<file path="src/rtl/pen_ram_writer_pkg.sv">
// Shared definitions for the light-pen write path: matrix geometry, pixel code
// bit positions and one-hot <-> index helpers.
package pen_ram_writer_pkg;

    localparam int unsigned MATRIX_N  = 8;
    localparam int unsigned LIT_BIT   = 3;
    localparam int unsigned GREEN_BIT = 2;
    localparam int unsigned RED_BIT   = 1;

    typedef logic [2:0]          idx_t;
    typedef logic [MATRIX_N-1:0] onehot_t;

    typedef struct packed {
        logic valid;
        idx_t y;
        idx_t x;
    } pos_t;

    function automatic logic is_onehot(input onehot_t v);
        return (v != '0) && ((v & (v - onehot_t'(1))) == '0);
    endfunction

    function automatic idx_t onehot_to_idx(input onehot_t v);
        idx_t idx;
        idx = '0;
        for (int unsigned i = 0; i < MATRIX_N; i++) begin
            if (v[i]) begin
                idx = idx | idx_t'(i);
            end
        end
        return idx;
    endfunction

    function automatic onehot_t idx_to_onehot(input idx_t i);
        return onehot_t'(1) << i;
    endfunction

    function automatic pos_t encode_pos(input onehot_t row, input onehot_t col);
        pos_t p;
        p.valid = is_onehot(row) && is_onehot(col);
        p.y     = onehot_to_idx(row);
        p.x     = onehot_to_idx(col);
        return p;
    endfunction

endpackage

</file>
<file path="src/rtl/pen_ram_writer_if.sv">
// Write port into the LED display RAM; the writer drives it, led_ram consumes it.
interface pen_ram_writer_if;
    import pen_ram_writer_pkg::*;

    logic       ram_we;
    onehot_t    ram_addr_row;
    onehot_t    ram_addr_col;
    logic [3:0] ram_wdata;

    modport master (output ram_we, ram_addr_row, ram_addr_col, ram_wdata);
    modport slave  (input  ram_we, ram_addr_row, ram_addr_col, ram_wdata);

endinterface

</file>
<file path="src/rtl/pen_ram_writer_pen_sync_edge.sv">
// Two-flop synchroniser followed by a registered rising-edge detector; the
// pulse appears three cycles after the asynchronous input rises.
module pen_sync_edge (
    input  logic clk,
    input  logic rst_n,
    input  logic async_in,
    output logic rise_pulse
);

    logic meta;
    logic sync;
    logic sync_d;

    always_ff @(posedge clk or negedge rst_n) begin
        if (!rst_n) begin
            meta       <= 1'b0;
            sync       <= 1'b0;
            sync_d     <= 1'b0;
            rise_pulse <= 1'b0;
        end else begin
            meta       <= async_in;
            sync       <= meta;
            sync_d     <= sync;
            rise_pulse <= sync & ~sync_d;
        end
    end

endmodule

</file>
<file path="src/rtl/pen_ram_writer.sv">
// Turns confirmed light-pen hits into single pixel writes on the LED RAM port,
// and sequences a full-screen clear on request.
module pen_ram_writer
    import pen_ram_writer_pkg::*;
#(
    parameter int unsigned PEN_LAG      = 2,
    parameter int unsigned CONFIRM_HITS = 2,
    parameter int unsigned FRAME_LEN    = 64
) (
    input  logic              clk,
    input  logic              rst_n,
    input  logic [7:0]        scan_row,
    input  logic [7:0]        scan_col,
    input  logic              pen_in,
    input  logic [1:0]        color_sel,
    input  logic              clear_req,
    pen_ram_writer_if.master  ram,
    output logic              busy,
    output logic              pen_valid,
    output logic [2:0]        pen_x,
    output logic [2:0]        pen_y
);

    localparam logic [1:0] ST_IDLE    = 2'd0;
    localparam logic [1:0] ST_CONFIRM = 2'd1;
    localparam logic [1:0] ST_WRITE   = 2'd2;
    localparam logic [1:0] ST_CLEAR   = 2'd3;

    localparam int unsigned DLY_DEPTH   = PEN_LAG + 3;
    localparam logic [2:0]  CONFIRM_TGT = 3'(CONFIRM_HITS);
    localparam logic [5:0]  CLR_LAST    = 6'(FRAME_LEN - 1);

    function automatic logic at_origin(input pos_t p);
        return p.valid && (p.y == '0) && (p.x == '0);
    endfunction

    logic [1:0] state;
    idx_t       cand_y;
    idx_t       cand_x;
    logic [2:0] count;
    logic       frame_hit;
    logic [5:0] clr_cnt;

    pos_t pos_now;
    pos_t pos_prev;
    pos_t pos_lag;
    pos_t dly [DLY_DEPTH];

    logic pen_rise;
    logic hit_ok;
    logic frame_edge;
    logic chain_alive;
    logic cand_match;
    logic [2:0] count_next;

    pen_sync_edge u_pen_sync (
        .clk        (clk),
        .rst_n      (rst_n),
        .async_in   (pen_in),
        .rise_pulse (pen_rise)
    );

    assign pos_now = encode_pos(scan_row, scan_col);
    assign pos_lag = dly[DLY_DEPTH-1];

    // Delay depth covers the pen lag plus the three cycles of sync/edge detect.
    always_ff @(posedge clk or negedge rst_n) begin
        if (!rst_n) begin
            pos_prev <= '0;
            for (int unsigned i = 0; i < DLY_DEPTH; i++) begin
                dly[i] <= '0;
            end
        end else begin
            pos_prev <= pos_now;
            dly[0]   <= pos_now;
            for (int unsigned i = 1; i < DLY_DEPTH; i++) begin
                dly[i] <= dly[i-1];
            end
        end
    end

    assign hit_ok      = pen_rise && pos_lag.valid;
    assign frame_edge  = at_origin(pos_now) && !at_origin(pos_prev);
    assign chain_alive = !(frame_edge && !frame_hit);
    assign cand_match  = (pos_lag.y == cand_y) && (pos_lag.x == cand_x);
    assign count_next  = count + 3'd1;

    // clear_req overrides everything; a WRITE in progress has already driven its
    // outputs this cycle, so taking CLEAR next still issues that write.
    always_ff @(posedge clk or negedge rst_n) begin
        if (!rst_n) begin
            state     <= ST_IDLE;
            cand_y    <= '0;
            cand_x    <= '0;
            count     <= '0;
            frame_hit <= 1'b0;
            clr_cnt   <= '0;
            pen_x     <= '0;
            pen_y     <= '0;
        end else if (clear_req) begin
            state     <= ST_CLEAR;
            clr_cnt   <= '0;
            count     <= '0;
            frame_hit <= 1'b0;
        end else begin
            case (state)
                ST_IDLE: begin
                    if (hit_ok) begin
                        cand_y    <= pos_lag.y;
                        cand_x    <= pos_lag.x;
                        count     <= 3'd1;
                        frame_hit <= 1'b1;
                        if (CONFIRM_HITS == 1) begin
                            state <= ST_WRITE;
                            pen_x <= pos_lag.x;
                            pen_y <= pos_lag.y;
                        end else begin
                            state <= ST_CONFIRM;
                        end
                    end
                end
                ST_CONFIRM: begin
                    if (frame_edge && !frame_hit && !hit_ok) begin
                        state <= ST_IDLE;
                        count <= '0;
                    end else if (hit_ok && (frame_edge || !frame_hit)) begin
                        // A hit on the first cycle of a frame that followed an
                        // empty frame starts a fresh chain rather than extending.
                        frame_hit <= 1'b1;
                        if (cand_match && chain_alive) begin
                            count <= count_next;
                            if (count_next == CONFIRM_TGT) begin
                                state <= ST_WRITE;
                                pen_x <= cand_x;
                                pen_y <= cand_y;
                            end
                        end else begin
                            cand_y <= pos_lag.y;
                            cand_x <= pos_lag.x;
                            count  <= 3'd1;
                        end
                    end else if (frame_edge) begin
                        frame_hit <= 1'b0;
                    end
                end
                ST_WRITE: begin
                    state     <= ST_IDLE;
                    count     <= '0;
                    frame_hit <= 1'b0;
                end
                default: begin
                    if (clr_cnt == CLR_LAST) begin
                        state <= ST_IDLE;
                    end else begin
                        clr_cnt <= clr_cnt + 6'd1;
                    end
                end
            endcase
        end
    end

    logic       we;
    onehot_t    addr_row;
    onehot_t    addr_col;
    logic [3:0] wdata;

    always_comb begin
        we       = 1'b0;
        addr_row = '0;
        addr_col = '0;
        wdata    = '0;
        case (state)
            ST_WRITE: begin
                we               = 1'b1;
                addr_row         = idx_to_onehot(cand_y);
                addr_col         = idx_to_onehot(cand_x);
                wdata[LIT_BIT]   = 1'b1;
                wdata[GREEN_BIT] = color_sel[1];
                wdata[RED_BIT]   = color_sel[0];
            end
            ST_CLEAR: begin
                we       = 1'b1;
                addr_row = idx_to_onehot(clr_cnt[5:3]);
                addr_col = idx_to_onehot(clr_cnt[2:0]);
            end
            default: begin
            end
        endcase
    end

    assign ram.ram_we       = we;
    assign ram.ram_addr_row = addr_row;
    assign ram.ram_addr_col = addr_col;
    assign ram.ram_wdata    = wdata;

    assign busy      = (state == ST_WRITE) || (state == ST_CLEAR);
    assign pen_valid = (state == ST_WRITE);

endmodule

</file>
<file path="src/flat_wrapper.sv">
// flat-port wrapper written by rule: the top's interface ports become plain ports
module pen_ram_writer_flat import pen_ram_writer_pkg::*;
#(
    parameter int unsigned PEN_LAG      = 2,
    parameter int unsigned CONFIRM_HITS = 2,
    parameter int unsigned FRAME_LEN    = 64
)
  (clk, rst_n, scan_row, scan_col, pen_in, color_sel, clear_req, busy, pen_valid, pen_x, pen_y, ram_ram_we, ram_ram_addr_row, ram_ram_addr_col, ram_ram_wdata);
  pen_ram_writer_if ram_i ();
  input  logic clk;
  input  logic rst_n;
  input  logic [7:0] scan_row;
  input  logic [7:0] scan_col;
  input  logic pen_in;
  input  logic [1:0] color_sel;
  input  logic clear_req;
  output logic busy;
  output logic pen_valid;
  output logic [2:0] pen_x;
  output logic [2:0] pen_y;
  output wire logic [$bits(ram_i.ram_we)-1:0] ram_ram_we;
  output wire logic [$bits(ram_i.ram_addr_row)-1:0] ram_ram_addr_row;
  output wire logic [$bits(ram_i.ram_addr_col)-1:0] ram_ram_addr_col;
  output wire logic [$bits(ram_i.ram_wdata)-1:0] ram_ram_wdata;
  assign ram_ram_we = ram_i.ram_we;
  assign ram_ram_addr_row = ram_i.ram_addr_row;
  assign ram_ram_addr_col = ram_i.ram_addr_col;
  assign ram_ram_wdata = ram_i.ram_wdata;
  pen_ram_writer #(.PEN_LAG(PEN_LAG), .CONFIRM_HITS(CONFIRM_HITS), .FRAME_LEN(FRAME_LEN)) u_core (.clk(clk), .rst_n(rst_n), .scan_row(scan_row), .scan_col(scan_col), .pen_in(pen_in), .color_sel(color_sel), .clear_req(clear_req), .ram(ram_i), .busy(busy), .pen_valid(pen_valid), .pen_x(pen_x), .pen_y(pen_y));
endmodule
</file>
<file path="config.mk">
export PLATFORM = sky130hd
export DESIGN_NAME = pen_ram_writer_flat
export DESIGN_NICKNAME = d
export VERILOG_FILES = /design/src/rtl/pen_ram_writer_pkg.sv /design/src/rtl/pen_ram_writer_if.sv /design/src/rtl/pen_ram_writer_pen_sync_edge.sv /design/src/rtl/pen_ram_writer.sv /design/src/flat_wrapper.sv
export SDC_FILE = /design/constraint.sdc
export NUM_CORES = 1
export LEC_CHECK = 0
export CORE_UTILIZATION = 39
export CTS_CLUSTER_DIAMETER = 120
export DETAILED_ROUTE_END_ITERATION = 10
export GPL_ROUTABILITY_DRIVEN = 0
export PLACE_DENSITY = 0.7
export SYNTH_ARGS = -nofsm -noshare
export SYNTH_HDL_FRONTEND = slang
export SYNTH_SLANG_ARGS = --single-unit
export TNS_END_PERCENT = 20
</file>
<file path="constraint.sdc">
create_clock -name clk -period 6.05 [get_ports clk]
set_clock_uncertainty 0.1 [all_clocks]
set_input_delay 1.21 -clock clk [delete_from_list [all_inputs] [get_ports clk]]
set_output_delay 1.21 -clock clk [all_outputs]
set_load 0.005 [all_outputs]
</file>
# After elaboration in Yosys (flattened, before gate mapping)
# Cells that the tools add are included.
[totals]
in_bits = 22
out_inout_bits = 29
latch_bits = 0
rom_bits = 0
mem_bits_rw = 0
mem_count = 0
ff_bits = 63
[classes]
n_mux = 51
n_bitwise = 6
mul = 0
div = 0
n_addsub = 4
n_eq_ne = 19
reduce_logical = 40
magnitude_cmp = 0
shift = 4
[op_table]
columns = ["cell", "count"]
rows = [
  ["2-to-1 mux 3 bit", 22],
  ["case mux 8 bit (2 select lines)", 2],
  ["<< shifter 1 x 3 -> 8 bit (first input constant)", 4],
  ["2-to-1 mux 2 bit", 11],
  ["2-to-1 mux 6 bit", 3],
  ["AND 8 bit", 2],
  ["logical NOT 8 bit", 2],
  ["inequality test 4 x 2 -> 1 bit (second input constant)", 4],
  ["nonzero test 8 bit", 2],
  ["subtractor 8 x 1 -> 8 bit (second input constant)", 2],
  ["logical AND 1 bit", 14],
  ["logical NOT 3 bit", 4],
  ["case mux 3 bit (2 select lines)", 2],
  ["AND reduction 6 bit", 2],
  ["case mux 3 bit (3 select lines)", 1],
  ["2-to-1 mux 1 bit", 8],
  ["adder 6 x 1 -> 6 bit (second input constant)", 1],
  ["== test 3 bit", 2],
  ["== test 6 bit (second input constant)", 1],
  ["inequality test 2 x 1 -> 1 bit (second input constant)", 3],
  ["inequality test 2 bit (second input constant)", 3],
  ["case mux 2 bit (3 select lines)", 1],
  ["AND reduction 5 bit", 1],
  ["nonzero test 5 bit", 1],
  ["other kinds (19)", 26],
]

# Depth between registers and ports, before layout
[depth]
ltp_word = 19
depth_mapped = 8
depth_no_buf = 8

# Hierarchy
# Synthesis repeated with hierarchy kept, for this count alone.
[unflattened]
hier_cells = 270
hier_area_um2 = 2932.8
[modules_own_cells]
columns = ["module", "area_per_inst_um2", "n_inst", "cells_each", "seq_area_each_um2"]
rows = [
  ["pen_ram_writer", 2819.0, 1, 265, 1476.4],
  ["pen_sync_edge", 113.9, 1, 5, 100.1],
]

# Worst setup path after synthesis
# No wires, ideal clock.
[synth_path]
kind = "in2reg"
startpoint = "input port scan_col[5]"
endpoint = "register u_core.cand_x[0]"
cell_stages = 7
setup_slack_ns = 2.612
arrival_ns = 3.213
setup_ns = 0.125
cell_sequence = "or3_1 -> or2_0 -> a211oi_1 -> o211ai_1 -> o311a_1 -> nor3_4 -> mux2_2"
[synth_between]
elab_chain_len = 13
word_cells_on_any_way = 23
classes_between = "1 x add/sub; 3 x eq/ne; 3 x mux; 1 x bitwise; 15 x reduce/logical"
[synth_lines]
columns = ["item", "line", "text"]
rows = [
  ["start: declaration", "flat_wrapper.sv:13", "input logic [7:0] scan_col;"],
  ["subtractor 8 x 1 -> 8 bit", "pen_ram_writer_pkg.sv:20", "return (v != '0) && ((v & (v - onehot_t'(1))) == '0);"],
  ["AND 8 bit", "pen_ram_writer_pkg.sv:20", ""],
  ["logical NOT 8 bit", "pen_ram_writer_pkg.sv:20", ""],
  ["logical AND 1 bit", "pen_ram_writer_pkg.sv:20", ""],
  ["logical AND 1 bit", "pen_ram_writer_pkg.sv:40", "p.valid = is_onehot(row) && is_onehot(col);"],
  ["logical AND 1 bit", "pen_ram_writer.sv:34", "return p.valid && (p.y == '0) && (p.x == '0);"],
  ["logical AND 1 bit *", "pen_ram_writer.sv:34", ""],
  ["logical AND 1 bit *", "pen_ram_writer.sv:83", "assign frame_edge = at_origin(pos_now) && !at_origin(pos_prev);"],
  ["logical AND 1 bit", "pen_ram_writer.sv:84, pen_ram_writer.sv:123", ""],
  ["logical NOT 1 bit", "pen_ram_writer.sv:84", "assign chain_alive = !(frame_edge && !frame_hit);"],
  ["logical AND 1 bit", "pen_ram_writer.sv:130", "if (cand_match && chain_alive) begin"],
  ["inequality test 2 bit (no line)", "--", ""],
  ["AND reduction 6 bit (no line) *", "--", ""],
  ["end signal: assignment", "pen_ram_writer.sv:110", "cand_x <= pos_lag.x;"],
  ["end signal: assignment", "pen_ram_writer.sv:139", "cand_x <= pos_lag.x;"],
  ["end: declaration", "pen_ram_writer.sv:39", "idx_t cand_x;"],
]
# Mark *: on every way between the ends. The rest lies on a longest branch, timed or not.
# A chain may end at the register's enable or synchronous reset.

# Worst setup path after layout
[layout_path]
startpoint = "input port scan_col[5]"
endpoint = "register u_core.cand_y[0]"
[layout_between]
elab_chain_len = 13
word_cells_on_any_way = 23
classes_between = "1 x add/sub; 3 x eq/ne; 3 x mux; 1 x bitwise; 15 x reduce/logical"
[layout_lines]
columns = ["item", "line", "text"]
rows = [
  ["subtractor 8 x 1 -> 8 bit", "pen_ram_writer_pkg.sv:20", ""],
  ["AND 8 bit", "pen_ram_writer_pkg.sv:20", ""],
  ["logical NOT 8 bit", "pen_ram_writer_pkg.sv:20", ""],
  ["logical AND 1 bit", "pen_ram_writer_pkg.sv:20", ""],
  ["logical AND 1 bit", "pen_ram_writer_pkg.sv:40", ""],
  ["logical AND 1 bit", "pen_ram_writer.sv:34", ""],
  ["logical AND 1 bit *", "pen_ram_writer.sv:34", ""],
  ["logical AND 1 bit *", "pen_ram_writer.sv:83", ""],
  ["logical AND 1 bit", "pen_ram_writer.sv:84, pen_ram_writer.sv:123", ""],
  ["logical NOT 1 bit", "pen_ram_writer.sv:84", ""],
  ["logical AND 1 bit", "pen_ram_writer.sv:130", ""],
  ["inequality test 2 bit (no line)", "--", ""],
  ["AND reduction 6 bit (no line) *", "--", ""],
  ["end signal: assignment", "pen_ram_writer.sv:109", "cand_y <= pos_lag.y;"],
  ["end signal: assignment", "pen_ram_writer.sv:138", "cand_y <= pos_lag.y;"],
  ["end: declaration", "pen_ram_writer.sv:38", "idx_t cand_y;"],
]
# Marks and branches as above.

==> flow_summary.toml <==
[timing]
max_clock_freq_ghz = 0.247
fin_ws_ns = 2.01
slew_headroom_pct = 34.8
layout_worst_path_cycle_share_pct = 66.8
final_max_tran_viols = 0
setup_tns_ns = 0
timing_hold_violations_final = 0
unrepaired_setup_endpoints_after_global_routing = "no"
finalCriticalPeriod_ns = 4.04
report.final.setup_viol = 0
tightestPinTransition_ns = 0.974

[clock_network]
postCtsSetupBuffers = 0
tritoncts = "built"
cts_htree_levels = 3
insertion_delay_ns = 0.33
cts_made_buffers = 9
clock_path_buffers = 2
cell_at_the_root_of_the_clock_tree = "clkbuf_8"
cts.reportedPaths.clkPinSlew_ns = 0.07
clkSinkCount = 63
ctsResizeCount = 0
ctsHoldBuffers = 0

[cells_and_area]
num_antenna_cells = 0
flow.area_growth_from_synthesis_pct = 24.9
nets = 360
final_layout_fill_cell_count = 699
drive_above_1_share_pct = 10.7

[place]
post-dp-hpwl_um = 4240
dp_slack_ns = 1.62
numPortBuffers = 49

[yosys]
number_of_enable_type_register_cells_in_the_synthesized_netlist = 0
synth_sequential_area_ratio_pct = 53.2
yosys_warnings = 0
synth_cell_types = 48
synth.ff_latch_count = 63
avgSynthCellArea_um2 = 10.5
post_synth_instance_area_um2 = 2960
postSynthCellCount = 281
synth.net_count = 310
synth-main-ff-cell = "dfrtp_1"
ys_async_sr_fraction_pct = 100

[grt]
grt-busiest-layer = "met2"
first_global_vias = 2129
grt_use_met1_pct = 20.1
gr-usage-all-layers_pct = 16.6
grt_pass1_wl_um = 9690
gr-usage-met2_pct = 27.4
grt_overflow = 0
grt.met3_usage_pct = 3.23
number_of_antenna_violations_at_the_first_check_in_global_routing = 0
largest_net_degree_at_the_start_of_global_routing = 64

[status]
outcome = "finished clean"

[floorplanning]
die_width_um = 89.2
floorplan.initialDensity_pct = 40.6
fp.dieArea_um2 = 7950
die_h_um = 89.2
design.portCount = 51
row_count = 31
fp.coreArea_um2 = 7290

[routing]
route.detailed.vias_per_inst = 5.11
drt_iter0_markers = 95
drc_errors = 0
drtAntennaViolNets = 0
drt_pre_antenna_iters = 4
postRouteWirelength_um = 5940
vias = 2224
wire_per_inst_um = 13.6

[setup_path]
slowest_stage = "o311a_1"
critical_path_rt_ns = 6.16
crit_type = "input pin to register"
critPathLaunchType = "input pin"
crit_path_max_incr_delay_ns = 0.52
crit_chain = "clkdlybuf4s50_1 -> or3_1 -> or2_0 -> a211oi_1 -> o211ai_1 -> o311a_1 -> nor3_4 -> mux2_2"
worstPathMaxFanout = 13
end_kind = "register"
cp.arrival_ns = 4.16

[power_and_ir_drop]
total_leakage_power_nw = 1.47
vdd_ir_drop_max_uv = 135
powerDensity_nw_per_um2 = 309

[job]
drv.max_cap_violation_count = 0

[hold_path]
min_path_type = "register to register"
-- cells by family (layout without fill, tap and decap cells) --
group	after synthesis	after routing	synth area share, %
muxes	15	15	5.57
adders and majority gates	7	7	2.95
xor gates and xnor gates	10	10	2.95
DFF	63	63	53.2
AOI/OAI and AO/OA	49	49	12.1
and+or+nand+nor	112	112	19.7
other	1	1	0.127
buffers and inverters	24	79	3.46
-- worst paths after layout --
path                            startpoint                  to  slack, ns  depth (start not counted)
max                            scan_col[5]    u_core.cand_y[0]       2.01                          8
min                         u_core.dly[12]       u_core.dly[5]       0.25                          0
max reg2reg                u_core.state[0]     u_core.count[0]       3.56                          7
min reg2reg                 u_core.dly[12]       u_core.dly[5]       0.25                          0
max in group asynchronous            rst_n  u_core.pos_prev[6]       4.39                          2
min in group asynchronous            rst_n     u_core.pen_y[1]       0.94                          2
-- per-layer routing --
metal | share of wire, % | wire length [µm]
met5 | 0 | 0
met4 | 2.1 | 123
met3 | 5.1 | 303
met2 | 47 | 2780
met1 | 46 | 2730
-- per-stage QoR --
step | power, W | area, µm² | hold slack, ns | util, % | cells
detailed placement | 0.000832 | 3530 | 0.235 | 48.4 | 419
CTS | 0.00115 | 3700 | 0.248 | 50.8 | 435
finish | 0.00114 | 3700 | 0.246 | 50.8 | 435
global route | 0.00122 | 3700 | 0.256 | 50.8 | 435
floorplan | 0.000702 | 2960 | 0.231 | - | 281
global placement | 0.000821 | 3530 | 0.232 | 48.4 | 419
-- final cells by class --
cell class	instances	area, µm²	area share (%)
repair buffers	50	493	13.3
inverters	13	48.8	1.32
clock inverters	5	33.8	0.912
well taps	99	124	3.35
multi-input cells	194	1280	34.7
clock buffers	11	141	3.82
flip-flops and latches	63	1580	42.6
-- Yosys cell counts, drive strengths merged (5+ instances only) --
cell type / count / area, µm²
mux2: 12 / 135
nor3b: 6 / 45.0
dfrtp: 63 / 1580
ha: 7 / 87.6
and2: 5 / 31.3
xor2: 6 / 52.6
o21ai: 7 / 35.0
a21oi: 10 / 50.1
nand2b: 6 / 37.5
nand2: 15 / 56.3
nor3: 9 / 56.3
inv: 13 / 48.8
clkbuf: 7 / 26.3
a31oi: 9 / 56.3
nor2: 37 / 139
nand3: 6 / 30.0
-- state kept, by name, indices dropped and copies added, names as in the netlist --
name                          flops
u_core.count                      3
u_core.cand_x                     3
u_core.dly                       28
u_core.u_pen_sync.sync            1
u_core.u_pen_sync.rise_pulse      1
u_core.pen_x                      3
u_core.clr_cnt                    6
u_core.cand_y                     3
u_core.u_pen_sync.meta            1
u_core.u_pen_sync.sync_d          1
u_core.frame_hit                  1
u_core.pen_y                      3
u_core.state                      2
u_core.pos_prev                   7
-- cells in the final DEF (no fill, tap or decap), types with 7 or more instances in the layout --
master,instances
ha_1,7
nor3_1,8
nor2_1,37
a31oi_1,9
a21oi_1,10
clkdlybuf4s50_1,48
dfrtp_1,63
nand2_1,15
inv_1,13
clkbuf_8,10
o21ai_0,7
mux2_2,12
-- worst max-delay path: cells and delay by family --
kind / cells / cell delay, ns
AND/OR/NAND/NOR: 3 / 0.98
AO/OA/AOI/OAI: 3 / 1.13
buffers and inverters: 1 / 0.45
multiplexers: 1 / 0.38
-- power breakdown --
part	leakage (nW)	internal, W	total [W]	switching [W]
Clock	0.0853	0.000159	0.000319	0.000160
Sequential	0.719	0.000444	0.000467	0.0000231
Combinational	0.663	0.000166	0.000356	0.000190
Total	1.47	0.000769	0.00114	0.000373
No activity file was read; power rests on OpenSTA's default activity.
